--- config.mk ---
export PLATFORM = sky130hd
export DESIGN_NAME = mem_arbiter
export DESIGN_NICKNAME = d
export VERILOG_FILES = /design/src/rtl/core_pkg.sv /design/src/rtl/mem_arbiter_prio.sv /design/src/rtl/mem_arbiter.sv
export SDC_FILE = /design/constraint.sdc
export NUM_CORES = 1
export LEC_CHECK = 0
export ABC_CLOCK_PERIOD_IN_PS = 3700
export CAP_MARGIN = 10
export CORE_AREA = 2 2 103 105
export DETAILED_ROUTE_END_ITERATION = 8
export DIE_AREA = 0 0 105 107
export HOLD_SLACK_MARGIN = 0.08
export SLEW_MARGIN = 20
export SYNTH_ARGS = -nofsm -noshare
export SYNTH_HDL_FRONTEND = slang
export SYNTH_HIERARCHICAL = 1
export SYNTH_SLANG_ARGS = --single-unit
export TNS_END_PERCENT = 50
--- constraint.sdc ---
create_clock -name clk -period 3.7 [get_ports clk]
set_input_delay 0.37 -clock clk [delete_from_list [all_inputs] [get_ports clk]]
set_output_delay 0.37 -clock clk [all_outputs]
set_load 0.05 [all_outputs]
--- src/rtl/core_pkg.sv ---
// Purpose     : shared definitions for the core memory path (response owner encoding, defaults).
// Latency     : n/a (types and constants only).
// Backpressure: n/a.
// Contents    : owner_e (OWNER_NONE/OWNER_IF/OWNER_D), STARVE_LIMIT_DEF.
package core_pkg;

  // Which requester the read data returning next cycle belongs to.
  typedef enum logic [1:0] {
    OWNER_NONE = 2'b00,
    OWNER_IF   = 2'b01,
    OWNER_D    = 2'b10
  } owner_e;

  // Consecutive denied fetch cycles before fetch is given priority.
  localparam int STARVE_LIMIT_DEF = 4;

endpackage

--- src/rtl/mem_arbiter_prio.sv ---
// Purpose     : combinational grant selection between fetch and data requesters.
// Latency     : 0 cycles (pure combinational).
// Backpressure: a losing requester simply sees no gnt and holds its request.
// Ports       : if_req_i, d_req_i, guard_active_i in; if_gnt_o, d_gnt_o out (one-hot or zero).
module mem_arbiter_prio (
  input  logic if_req_i,
  input  logic d_req_i,
  input  logic guard_active_i,
  output logic if_gnt_o,
  output logic d_gnt_o
);

  // Data wins by default; fetch only wins an idle data port or when starved.
  always_comb begin
    if_gnt_o = if_req_i && (!d_req_i || guard_active_i);
    d_gnt_o  = d_req_i && !if_gnt_o;
  end

endmodule

--- src/rtl/mem_arbiter.sv ---
// Purpose     : shares one single-port synchronous memory between fetch and load/store.
// Latency     : grant 0 cycles; read data/rvalid exactly 1 cycle after gnt; stores complete on gnt.
// Backpressure: requester holds req/addr/we/wdata until gnt; one access per cycle.
// Ports       : clk, rst (sync, active-high); if_* fetch port; d_* data port; mem_* memory port.
// Config      : MEM_ARBITER_STARVE_GUARD_EN adds the fetch starvation counter and guard priority;
//               without it data has strict priority and STARVE_LIMIT is ignored.
module mem_arbiter
  import core_pkg::*;
#(
  parameter int ADDR_W       = 32,
  parameter int STARVE_LIMIT = STARVE_LIMIT_DEF
) (
  input  logic              clk,
  input  logic              rst,
  input  logic              if_req_i,
  input  logic [ADDR_W-1:0] if_addr_i,
  output logic              if_gnt_o,
  output logic              if_rvalid_o,
  output logic [31:0]       if_rdata_o,
  input  logic              d_req_i,
  input  logic              d_we_i,
  input  logic [ADDR_W-1:0] d_addr_i,
  input  logic [31:0]       d_wdata_i,
  output logic              d_gnt_o,
  output logic              d_rvalid_o,
  output logic [31:0]       d_rdata_o,
  output logic              mem_re_o,
  output logic              mem_we_o,
  output logic [ADDR_W-1:0] mem_addr_o,
  output logic [31:0]       mem_wdata_o,
  input  logic [31:0]       mem_rdata_i
);

  owner_e owner_q, owner_d;
  logic   guard_active;
  logic   if_req_act, d_req_act;

  // Requests are masked during reset so no grant or strobe can leak out.
  assign if_req_act = if_req_i && !rst;
  assign d_req_act  = d_req_i && !rst;

  mem_arbiter_prio u_prio (
    .if_req_i       (if_req_act),
    .d_req_i        (d_req_act),
    .guard_active_i (guard_active),
    .if_gnt_o       (if_gnt_o),
    .d_gnt_o        (d_gnt_o)
  );

`ifdef MEM_ARBITER_STARVE_GUARD_EN
  localparam int CNT_W = $clog2(STARVE_LIMIT + 1);
  logic [CNT_W-1:0] starve_cnt_q, starve_cnt_d;

  assign guard_active = (starve_cnt_q == CNT_W'(STARVE_LIMIT));

  // Counts consecutive denied fetch cycles; saturates so the guard stays
  // asserted until fetch actually gets its one grant.
  always_comb begin
    starve_cnt_d = starve_cnt_q;
    if (!if_req_i || if_gnt_o) begin
      starve_cnt_d = '0;
    end else if (!guard_active) begin
      starve_cnt_d = starve_cnt_q + 1'b1;
    end
  end

  always_ff @(posedge clk) begin
    if (rst) begin
      starve_cnt_q <= '0;
    end else begin
      starve_cnt_q <= starve_cnt_d;
    end
  end
`else
  logic unused_starve_limit;
  assign unused_starve_limit = |STARVE_LIMIT;
  assign guard_active        = 1'b0;
`endif

  // Memory drive: only the granted port reaches the memory; idle bus is zero.
  always_comb begin
    mem_re_o    = if_gnt_o || (d_gnt_o && !d_we_i);
    mem_we_o    = d_gnt_o && d_we_i;
    mem_addr_o  = '0;
    mem_wdata_o = '0;
    if (if_gnt_o) begin
      mem_addr_o = if_addr_i;
    end else if (d_gnt_o) begin
      mem_addr_o = d_addr_i;
    end
    if (mem_we_o) begin
      mem_wdata_o = d_wdata_i;
    end
  end

  // Remember who issued this cycle's read so next cycle's data is steered back.
  always_comb begin
    owner_d = OWNER_NONE;
    if (if_gnt_o) begin
      owner_d = OWNER_IF;
    end else if (d_gnt_o && !d_we_i) begin
      owner_d = OWNER_D;
    end
  end

  always_ff @(posedge clk) begin
    if (rst) begin
      owner_q <= OWNER_NONE;
    end else begin
      owner_q <= owner_d;
    end
  end

  // rvalid is also masked by rst so a response straddling reset assertion is dropped.
  always_comb begin
    if_rvalid_o = !rst && (owner_q == OWNER_IF);
    d_rvalid_o  = !rst && (owner_q == OWNER_D);
    if_rdata_o  = if_rvalid_o ? mem_rdata_i : 32'h0;
    d_rdata_o   = d_rvalid_o ? mem_rdata_i : 32'h0;
  end

endmodule

# ---- Yosys cells after proc, flatten, opt, wreduce, memory -nomap -nowiden
# Cells that the tools add are included.
# Widths: inputs -> output; s select.
dict set report totals {
  regBits 2
  in_bits 133
  out_inout_bits 134
  wordCells 25
}
dict set report op_classes {
  eq_ne 2
  muxes 7
  n_reduce_logical 14
}
# cell n
set ops {}
lappend ops {{$mux 32} 5}
lappend ops {{$logic_and 1x1->1} 8}
lappend ops {{$logic_not 1->1} 4}
lappend ops {{$eq 2x1->1 const B} 1}
lappend ops {{$eq 2x2->1 const B} 1}
lappend ops {{$mux 2} 1}
lappend ops {{$reduce_or 2->1} 1}
lappend ops {{$logic_or 1x1->1} 1}
lappend ops {{$mux 1} 1}

# ---- Longest topological paths before layout
# Gate-level depths: netlist of run 1.
dict set report depth {
  depth_word 9
  ltp_mapped 6
  depth_no_buf 4
}

# ---- Cells and area by module
# The synthesis of run 1 kept the hierarchy.
# mod instances cells_each area_each_um2 seq_area_each_um2
set by_module_without_submodules {}
lappend by_module_without_submodules {mem_arbiter 1 165 1162.4 40.0}
lappend by_module_without_submodules {mem_arbiter_prio 1 3 18.8 0.0}

# ---- Worst setup path before layout of run 1
# Ideal clock, no wire load.
dict set report synth_path {
  path_type {input port to output port}
  start {input rst}
  end {output mem_addr_o[28]}
  arrival_ps 3260
  required_ps 3330
  slack_ps 70
  path_stages 5
  path_buffers 1
  cell_sequence {and2b_2 > a21boi_0 > buf_2 > nand2_1 > o21ai_0}
}
dict set report synth_via {
  elab_chain_len 8
  word_cells_on_any_way 9
  cone_classes {mux: 2; reduce/logical: 7}
}
# item line_no
set synth_lines {}
lappend synth_lines {{start, declared} mem_arbiter.sv:14} ;# input logic rst,
lappend synth_lines {{$logic_not 1->1 (*)} {mem_arbiter.sv:39, mem_arbiter.sv:40}}
lappend synth_lines {{$logic_and 1x1->1} mem_arbiter.sv:40} ;# assign d_req_act = d_req_i && !rst;
lappend synth_lines {{$logic_not 1->1} mem_arbiter_prio.sv:15} ;# if_gnt_o = if_req_i && (!d_req_i || guard_active_i);
lappend synth_lines {{$logic_and 1x1->1} mem_arbiter_prio.sv:15}
lappend synth_lines {{$logic_not 1->1} mem_arbiter_prio.sv:16} ;# d_gnt_o = d_req_i && !if_gnt_o;
lappend synth_lines {{$logic_and 1x1->1 (*)} mem_arbiter_prio.sv:16}
lappend synth_lines {{net d_gnt_o} mem_arbiter.sv:24} ;# output logic d_gnt_o,
lappend synth_lines {{$mux 32 (*)} mem_arbiter.sv:88} ;# end else if (d_gnt_o) begin
lappend synth_lines {{$mux 32 (*)} mem_arbiter.sv:86} ;# if (if_gnt_o) begin
lappend synth_lines {{end, declared} mem_arbiter.sv:29} ;# output logic [ADDR_W-1:0] mem_addr_o,
# The timed path passes the listed nets; every way through them passes the cells marked *.

# ---- Worst setup path after layout of run 1
dict set report layout_path {
  start {input rst}
  end {output mem_addr_o[28]}
}
dict set report layout_via {
  elab_chain_len 8
  word_cells_on_any_way 9
  cone_classes {mux: 2; reduce/logical: 7}
}
# item line_no
set layout_lines {}
lappend layout_lines {{$logic_not 1->1 (*)} mem_arbiter.sv:40}
lappend layout_lines {{$logic_and 1x1->1 (*)} mem_arbiter.sv:40}
lappend layout_lines {{net d_req_act} mem_arbiter.sv:36} ;# logic if_req_act, d_req_act;
lappend layout_lines {{$logic_not 1->1} mem_arbiter_prio.sv:15}
lappend layout_lines {{$logic_and 1x1->1} mem_arbiter_prio.sv:15}
lappend layout_lines {{$logic_not 1->1} mem_arbiter_prio.sv:16}
lappend layout_lines {{$logic_and 1x1->1} mem_arbiter_prio.sv:16}
lappend layout_lines {{$mux 32} mem_arbiter.sv:88}
lappend layout_lines {{$mux 32 (*)} mem_arbiter.sv:86}
# Marked as above.

==> flow_summary.yaml, run 1 <==
run_status:
  status: "finished clean"
sta:
  transition_at_the_pin_with_the_smallest_max_transition_slack_ns: 0.8820
  finalHoldViolations: 0
  final_min_period_over_clock_period_pct: 83.74
  post-route-min-period_ns: 3.098
  timing.setup.tns_ns: 0
  setup-violations-final: 0
  drv_slew: 0
  grt_setup_unrepaired: "no"
  timing.slew.headroom_pct: 41.01
  achievable-frequency_mhz: 322.8
clock_tree:
  post_cts_hold_buffer_count: 0
  cts-buffers-inserted: 3
  cts_buffer_depth: 2
  tritoncts_num_sinks: 2
  cts_setup_buffers: 0
  cts_repair_resize_count: 0
  library_cell_used_as_clock_root_buffer: "clkbuf_8"
  h-tree-depth: 1
  tritoncts_clock_tree: "done"
  clk_pin_slew_worst_paths_ns: 0.03
synth:
  synth_cells: 168
  synthArstFlopShare_pct: 0
  synth_top_cell_area_share_pct: 31.25
  ys_seq_area_share_pct: 3.390
  yosys_most_used_dff: "dfxtp_1"
  yosys.cell_count.top_type: "and2_1"
  netlist_area_sq_um: 1181
  synthDistinctLibCells: 19
  synth_top_cell_by_area: "and2_1"
  ys_top_cells_by_count: "and2_1 (59), and3_1 (32), a22o_1 (30), clkbuf_1 (8)"
  yosysWarnings: 6
  post_synth_main_area_contributors: "and2_1 (31%), a22o_1 (22%), and3_1 (17%)"
  number_of_synthesized_flops_with_an_enable_pin: 0
  flop_and_latch_count_out_of_synthesis: 2
  postSynthAreaPerCell_sq_um: 7.031
setup_path:
  setup.worst_path.start_class: "input port"
  path_max_fanout: 38
  cell_by_cell_listing_of_the_critical_path: "clkdlybuf4s50_1 > and2b_2 > a21boi_2 > buf_4 > nand2_1 > o21ai_0 > clkdlybuf4s50_1"
  critical-path-slowest-cell: "clkdlybuf4s50_1"
  worst_path_largest_cell_delay_ns: 0.82
  crit_path_capture_type: "output pin"
  worst_path_most_repeated_cell: "clkdlybuf4s50_1"
  worst-endpoint-required_ns: 3.33
  cp_data_arrival_time_ns: 2.73
  worstSetupPathType: "input port to output pin"
die:
  dieArea_sq_um: 11240
  placement_rows: 37
  start_util_pct: 11.70
  ios: 267
  fp.coreArea_sq_um: 10090
  die_w_um: 105
  die_y_um: 107
global_routing:
  grt_pass1_wl_um: 11850
  grt_util_all_layers_pct: 13.06
  antenna_violations_before_repair: 1
  grt-ovfl-total: 0
  largest_net_degree_at_the_start_of_global_routing: 39
  first_global_vias: 2382
place:
  finalWeightedCongestion: 0.7527
  port_bufs: 266
  post-dp-hpwl_um: 7076
power:
  power.sequential.fraction_pct: 3.7
  swShare_pct: 42.12
  internal_power_summed_over_all_cells_w: 0.0003627
  power.switching_w: 0.0002639
  cellPowerDensity_nw_per_um2: 146.3
  power.share.combinational_pct: 83.1
  power_w: 0.0006266
  power.share.clock_pct: 13.2
  leakage_nw: 1.754
  ir_worst_vdd_uv: 82.20
detailed_routing:
  drcViolationCount: 0
  vias_per_cell: 3.993
  wl_per_cell_um: 14.34
  initialDrtViolationCount: 94
  sum_of_routed_wire_length_over_all_layers_um: 8046
  antenna_left: 0
  num_vias: 2240
  drt_pass1_iterations: 4
finish:
  largest_registers: "owner_q: 2 flops"
  largest_reg_flops: 2
  largest_reg_by_ff_count: "owner_q"
  fin_nets: 559
  drive_gt1_share_pct: 12.50
  layout_overhead_on_the_synthesized_area_pct: 262.7
worst_hold_path:
  min_path_cells: 2
  worst_hold_path_type: "input port to flip-flop"
  hold_start: "rst"
  timing.hold.worst_endpoint: "owner_q[1]$_SDFF_PP0_"
flow_run:
  max_cap_viol_count: 0
layout make-up:
| cell class | instances | area (sq um) |
|---|---|---|
| flip-flops and latches | 2 | 40.04 |
| inverters | 1 | 3.754 |
| repair buffers | 272 | 3005 |
| well taps | 136 | 170.2 |
| fillers | 1027 | 5808 |
| clock buffers | 3 | 41.29 |
| diodes | 1 | 2.502 |
| multi-input cells | 146 | 1021 |
kinds of logic (layout without fill, tap and decap cells):
kind of cell | after synthesis | after routing | share of synthesized area (%)
AND/OR/NAND/NOR | 110 | 110 | 60.80
AO/OA/AOI/OAI | 34 | 34 | 24.36
buffers and inverters | 21 | 276 | 11.12
flip-flops | 2 | 2 | 3.390
other | 1 | 3 | 0.3175
worst max-delay path by stage:
stage / from / endpoint / slack [ns] / depth (start not counted)
finish: rst / mem_addr_o[28] / 0.60 / 7
global placement: rst / mem_addr_o[28] / 0.61 / 7
CTS: rst / mem_addr_o[27] / 0.58 / 7
detailed placement: rst / mem_addr_o[27] / 0.57 / 7
global route: rst / mem_addr_o[27] / 0.44 / 7
floorplan: rst / mem_addr_o[28] / 0.07 / 5
per-stage QoR:
stage | utilization (%) | hold slack (ns) | worst slack, ns | std cells | instance area [sq um]
6_report | 42.45 | 0.9563 | 0.6018 | 561 | 4284
5_1_grt | 42.43 | 1.010 | 0.4386 | 560 | 4282
4_1_cts | 42.43 | 0.9607 | 0.5771 | 560 | 4282
3_5_place_dp | 42.02 | 1.166 | 0.5748 | 557 | 4240
3_3_place_gp | 42.02 | 1.158 | 0.6107 | 557 | 4240
2_1_floorplan | - | 0.4468 | 0.06979 | 169 | 1185
worst max-delay path, delay by kind of cell:
family          cells  cell delay [ns]
compound gates      2             0.29
buf+inv             3             1.67
simple gates        2             0.38
power by group through the flow:
| stage | Combinational, W | Clock [W] | Sequential (W) |
|---|---|---|---|
| floorplan | 0.000222 | 0 | 0.0000233 |
| global placement | 0.000520 | 0 | 0.0000234 |
| detailed placement | 0.000525 | 0 | 0.0000234 |
| CTS | 0.000525 | 0.0000844 | 0.0000232 |
| global route | 0.000543 | 0.0000888 | 0.0000233 |
| finish | 0.000521 | 0.0000828 | 0.0000232 |
routing by layer:
layer  global-route usage, %  vias to the layer above  wire (um)
met4                   1.810                        0         71
met1                   12.11                      972       2630
met2                   27.32                      164       4332
met3                   4.802                        4       1011
met5                       0                        -          0
li1                        -                     1100          -
cell usage in the layout, fill, tap and decap left out:
cell             instances
buf_4                    7
and2b_1                  1
nor3_1                   1
inv_1                    1
diode_2                  1
nor3b_4                  2
clkdlybuf4s50_1        235
a21boi_2                 2
clkbuf_8                 3
a22o_1                  30
and2_2                   6
dfxtp_1                  2
and2b_2                  3
nand2_1                  4
o21ai_0                  2
nand2b_1                 2
and3_1                  32
and2_1                  59
buf_12                  30
conb_1                   2
Note: power is estimated with default switching activity, not from simulation.
==> run 2: changes to the inputs <==
ABC_CLOCK_PERIOD_IN_PS = 3090   (was 3700)
clock period = 3.09 ns   (was 3.7 ns; I/O delays follow)
==> run 2 against run 1 <==
  * Largest power group unchanged
  * Flip-flop and latch count stayed put
  * Wire length is 4.5% higher
  * Via count is 1.1% higher
  * Core utilization is 9.8 points higher
  * Critical endpoint is now mem_addr_o[14]
  * First-iteration DRC count is 52% lower
  * Hold slack worse by 0.075 ns
  * Total power is 30% higher
  * Design area is 23% higher
  * Critical path depth stayed put
  * Combinational power is 32% higher
==> flow_summary.yaml, run 2 (same netlist as run 1, synthesis figures left out) <==
detailed_routing:
  drcViolationCount: 0
  num_vias: 2265
  antenna_left: 0
  initialDrtViolationCount: 45
  wl_per_cell_um: 15.01
  drt_pass1_iterations: 4
  sum_of_routed_wire_length_over_all_layers_um: 8407
  vias_per_cell: 4.045
finish:
  regArea_sq_um: 40.04
  largest_reg_flops: 2
  largest_reg_by_ff_count: "owner_q"
  layout_overhead_on_the_synthesized_area_pct: 346.6
  multiInputGateArea_sq_um: 1021
  drive_gt1_share_pct: 36.79
  final_common_cell: "clkdlybuf4s50_1"
  fin_nets: 559
  filler_cell_count: 916
  largest_registers: "owner_q: 2 flops"
  diodes_inserted: 0
  most-common-layout-cells: "clkdlybuf4s50_1 (132), buf_12 (130), and2_1 (59)"
power:
  power.switching_w: 0.0003334
  power.sequential.fraction_pct: 3.4
  power_w: 0.0008175
  cellPowerDensity_nw_per_um2: 155.0
  swShare_pct: 40.78
  power.share.combinational_pct: 84.0
  internal_power_summed_over_all_cells_w: 0.0004841
  power.share.clock_pct: 12.6
  ir_worst_vdd_uv: 88.18
  leakage_nw: 2.238
sta:
  transition_at_the_pin_with_the_smallest_max_transition_slack_ns: 0.8352
  post-route-min-period_ns: 2.592
  timing.setup.tns_ns: 0
  drv_slew: 0
  timing.slew.headroom_pct: 44.14
  grt_setup_unrepaired: "no"
  setup-violations-final: 0
  achievable-frequency_mhz: 385.8
  finalHoldViolations: 0
  final_min_period_over_clock_period_pct: 83.89
global_routing:
  grt_pass1_wl_um: 12530
  antenna_violations_before_repair: 0
  first_global_vias: 2391
  grt_util_all_layers_pct: 14.05
  largest_net_degree_at_the_start_of_global_routing: 36
  grt-ovfl-total: 0
die:
  die_y_um: 107
  dieArea_sq_um: 11240
  placement_rows: 37
  fp.coreArea_sq_um: 10090
  ios: 267
  start_util_pct: 11.70
  die_w_um: 105
clock_tree:
  cts_setup_buffers: 0
  tritoncts_clock_tree: "done"
  cts-buffers-inserted: 3
  tritoncts_num_sinks: 2
  clk_pin_slew_worst_paths_ns: 0.03
  cts_buffer_depth: 2
  post_cts_hold_buffer_count: 0
  library_cell_used_as_clock_root_buffer: "clkbuf_8"
  h-tree-depth: 1
  cts_repair_resize_count: 0
flow_run:
  max_cap_viol_count: 0
setup_path:
  path_max_fanout: 30
  worst-endpoint-required_ns: 2.78
  crit_path_capture_type: "output pin"
  worstSetupPathType: "input port to output pin"
  setup.worst_path.start_class: "input port"
  cp_data_arrival_time_ns: 2.28
run_status:
  status: "finished clean"
place:
  port_bufs: 266
  finalWeightedCongestion: 0.6911
  post-dp-hpwl_um: 7526
worst_hold_path:
  worst_hold_path_type: "input port to flip-flop"
-- run 2: cell types whose count changed in the layout (fill, tap and decap cells not counted), sizes merged --
cell           delta
buf             +103
clkdlybuf4s50   -103
diode             -1
-- run 2: worst paths after layout --
| check | from | endpoint | slack (ns) | depth (start not counted) |
|---|---|---|---|---|
| setup / recovery | rst | mem_addr_o[14] | 0.50 | 7 |
| hold / removal | rst | owner_q[1]$_SDFF_PP0_ | 0.88 | 2 |
-- run 2: per-layer routing --
layer,share of wire [%],vias up,global-route usage [%]
met3,12,8,6.261
met2,53,162,26.58
met4,1.4,0,3.714
met5,0,-,0
met1,33,998,13.90
li1,-,1097,-
-- run 2: worst max-delay path: stages --
cell             delay [ns]
clkdlybuf4s50_1        0.64
and2b_2                0.28
a21boi_2               0.17
and2b_1                0.18
buf_4                  0.29
a22o_1                 0.26
buf_12                 0.15
-- run 2: power by group through the flow --
stage	sequential [W]	combinational, W	clock [W]
floorplan	0.0000279	0.000266	0
global placement	0.0000280	0.000686	0
detailed placement	0.0000280	0.000692	0
CTS	0.0000277	0.000694	0.000106
global route	0.0000278	0.000716	0.000109
finish	0.0000277	0.000687	0.000103
-- run 2: layout make-up --
cell class | instances | share of cell area (%)
well taps | 136 | 3.226
multi-input cells | 146 | 19.35
flip-flops and latches | 2 | 0.7590
inverters | 1 | 0.07116
repair buffers | 272 | 75.81
clock buffers | 3 | 0.7827
-- run 2: per-stage QoR --
stage / setup slack [ns] / hold WS [ns] / utilization [%] / cell area, sq um / instances
floorplan: 0.003807 / 0.3858 / - / 1185 / 169
detailed placement: 0.4893 / 1.106 / 51.86 / 5234 / 557
finish: 0.4977 / 0.8814 / 52.27 / 5275 / 560
global route: 0.4020 / 0.9059 / 52.27 / 5275 / 560
CTS: 0.4786 / 0.8869 / 52.27 / 5275 / 560
global placement: 0.5140 / 1.082 / 51.86 / 5234 / 557
==> run 3: changes to the inputs <==
ABC_CLOCK_PERIOD_IN_PS = 2150   (was 3090)
clock period = 2.15 ns   (was 3.09 ns; I/O delays follow)
==> run 3 against run 2 <==
  * Sequential share of layout area about the same
  * Largest power group unchanged
  * Count of clock-buffer cells in the layout unchanged
  * Worst setup slack got worse by 0.46 ns
  * Sequential power increased by 44%
  * Flip-flop and latch count unchanged
  * Die area unchanged
  * Largest cell class unchanged
  * Cell count increased by 0.54%
  * Clock power increased by 44%
  * Total power increased by 47%
  * Hold slack got worse by 0.12 ns
==> flow_summary.yaml, run 3 (same netlist as run 1, synthesis figures left out) <==
clock_tree:
  tritoncts_clock_tree: "done"
  tritoncts_num_sinks: 2
  clk_pin_slew_worst_paths_ns: 0.03
  h-tree-depth: 1
  library_cell_used_as_clock_root_buffer: "clkbuf_8"
  cts-buffers-inserted: 3
  cts_buffer_depth: 2
finish:
  fin_util_pct: 53.72
  layout_overhead_on_the_synthesized_area_pct: 359.0
  diodes_inserted: 0
  fin_nets: 562
  largest_registers: "owner_q: 2 flops"
  largest_reg_flops: 2
  final_common_cell: "buf_12"
  most-common-layout-cells: "buf_12 (138), clkdlybuf4s50_1 (132), and2_1 (59)"
  drive_gt1_share_pct: 37.47
  largest_reg_by_ff_count: "owner_q"
die:
  fp.coreArea_sq_um: 10090
  dieArea_sq_um: 11240
  ios: 267
  die_y_um: 107
  die_w_um: 105
  placement_rows: 37
  start_util_pct: 11.70
global_routing:
  first_global_vias: 2298
  grt_util_all_layers_pct: 14.65
  antenna_violations_before_repair: 0
  largest_net_degree_at_the_start_of_global_routing: 38
  grt_pass1_wl_um: 13190
  grt-ovfl-total: 0
setup_path:
  critPathBufInv: 3
  worstSetupPathType: "input port to output pin"
  setup.worst_path.start_class: "input port"
  critical-path-slowest-cell: "clkdlybuf4s50_1"
  worst_path_most_repeated_cell: "buf_12"
  cp_data_arrival_time_ns: 1.89
  path_max_fanout: 30
  cell_by_cell_listing_of_the_critical_path: "clkdlybuf4s50_1 > and2b_2 > a21boi_4 > and2b_1 > buf_12 > a22o_1 > buf_12"
  worst-endpoint-required_ns: 1.93
  critPathTopFamily: "buffers and inverters"
  worst_path_largest_cell_delay_ns: 0.49
  crit_path_capture_type: "output pin"
detailed_routing:
  sum_of_routed_wire_length_over_all_layers_um: 8800
  wl_per_cell_um: 15.63
  antenna_left: 0
  vias_per_cell: 4.034
  drcViolationCount: 0
  drt_pass1_iterations: 4
  initialDrtViolationCount: 91
  num_vias: 2271
run_status:
  status: "finished clean"
sta:
  finalHoldViolations: 0
  final_min_period_over_clock_period_pct: 98.06
  grt_setup_unrepaired: "yes"
  achievable-frequency_mhz: 474.3
  post-route-min-period_ns: 2.108
  post-route-worst-setup-slack_ns: 0.04165
  drv_slew: 0
  setup-violations-final: 0
place:
  finalWeightedCongestion: 0.7665
  port_bufs: 266
  place_ws_ns: 0.03694
  post-dp-hpwl_um: 7716
power:
  ir_worst_vdd_uv: 141.8
  cellPowerDensity_nw_per_um2: 222.3
  power_w: 0.001205
  leakage_nw: 2.289
flow_run:
  max_cap_viol_count: 0
worst_hold_path:
  worst_hold_path_type: "input port to flip-flop"
## run 3: cell types whose count changed in the layout (fill, tap and decap cells not counted), sizes merged
| cell | change |
|---|---|
| buf | +3 |
## run 3: through the flow
stage,cell area [sq um],TNS [ns],std cells,hold slack (ns)
after global placement,5371,0,560,0.9416
after global routing,5421,-0.01760,563,0.7696
after floorplan,1207,0,169,0.2918
after detailed placement,5371,0,560,0.9467
final,5421,0,563,0.7575
after CTS,5413,0,563,0.7533
## run 3: path summary, 6_finish.rpt
kind | start | end | slack, ns | cells past startpoint
worst max-delay path | rst | mem_addr_o[22] | 0.04 | 7
worst min-delay path | rst | owner_q[1]$_SDFF_PP0_ | 0.76 | 3
## run 3: repair_timing
action | 4_1_cts | 5_1_grt
buffers inserted | 0 | 0
endpoints found under the setup margin | 0 | 2
hold buffers | 0 | 0
resized for setup | 0 | 1
## run 3: where the power goes
group | internal [W] | total [W] | switching (W) | leakage [nW]
Sequential | 0.0000387 | 0.0000398 | 0.00000112 | 0.0163
Combinational | 0.000560 | 0.00102 | 0.000458 | 2.25
Clock | 0.000118 | 0.000148 | 0.0000298 | 0.0216
## run 3: layout make-up
type                            count  area (sq um)
Fill cell                         894          4671
Timing Repair Buffer              275          4121
Multi-Input combinational cell    146          1045
Tap cell                          136         170.2
Clock buffer                        3         41.29
Sequential cell                     2         40.04
Inverter                            1         3.754
## run 3: routing by layer
metal,share of wire [%],routed length [um],global-route usage (%),up-vias
met5,0,0,0,-
met4,0.85,75,1.810,0
met3,8.8,775,4.498,6
met2,55,4829,28.01,141
met1,35,3120,16.27,1019
li1,-,-,-,1105
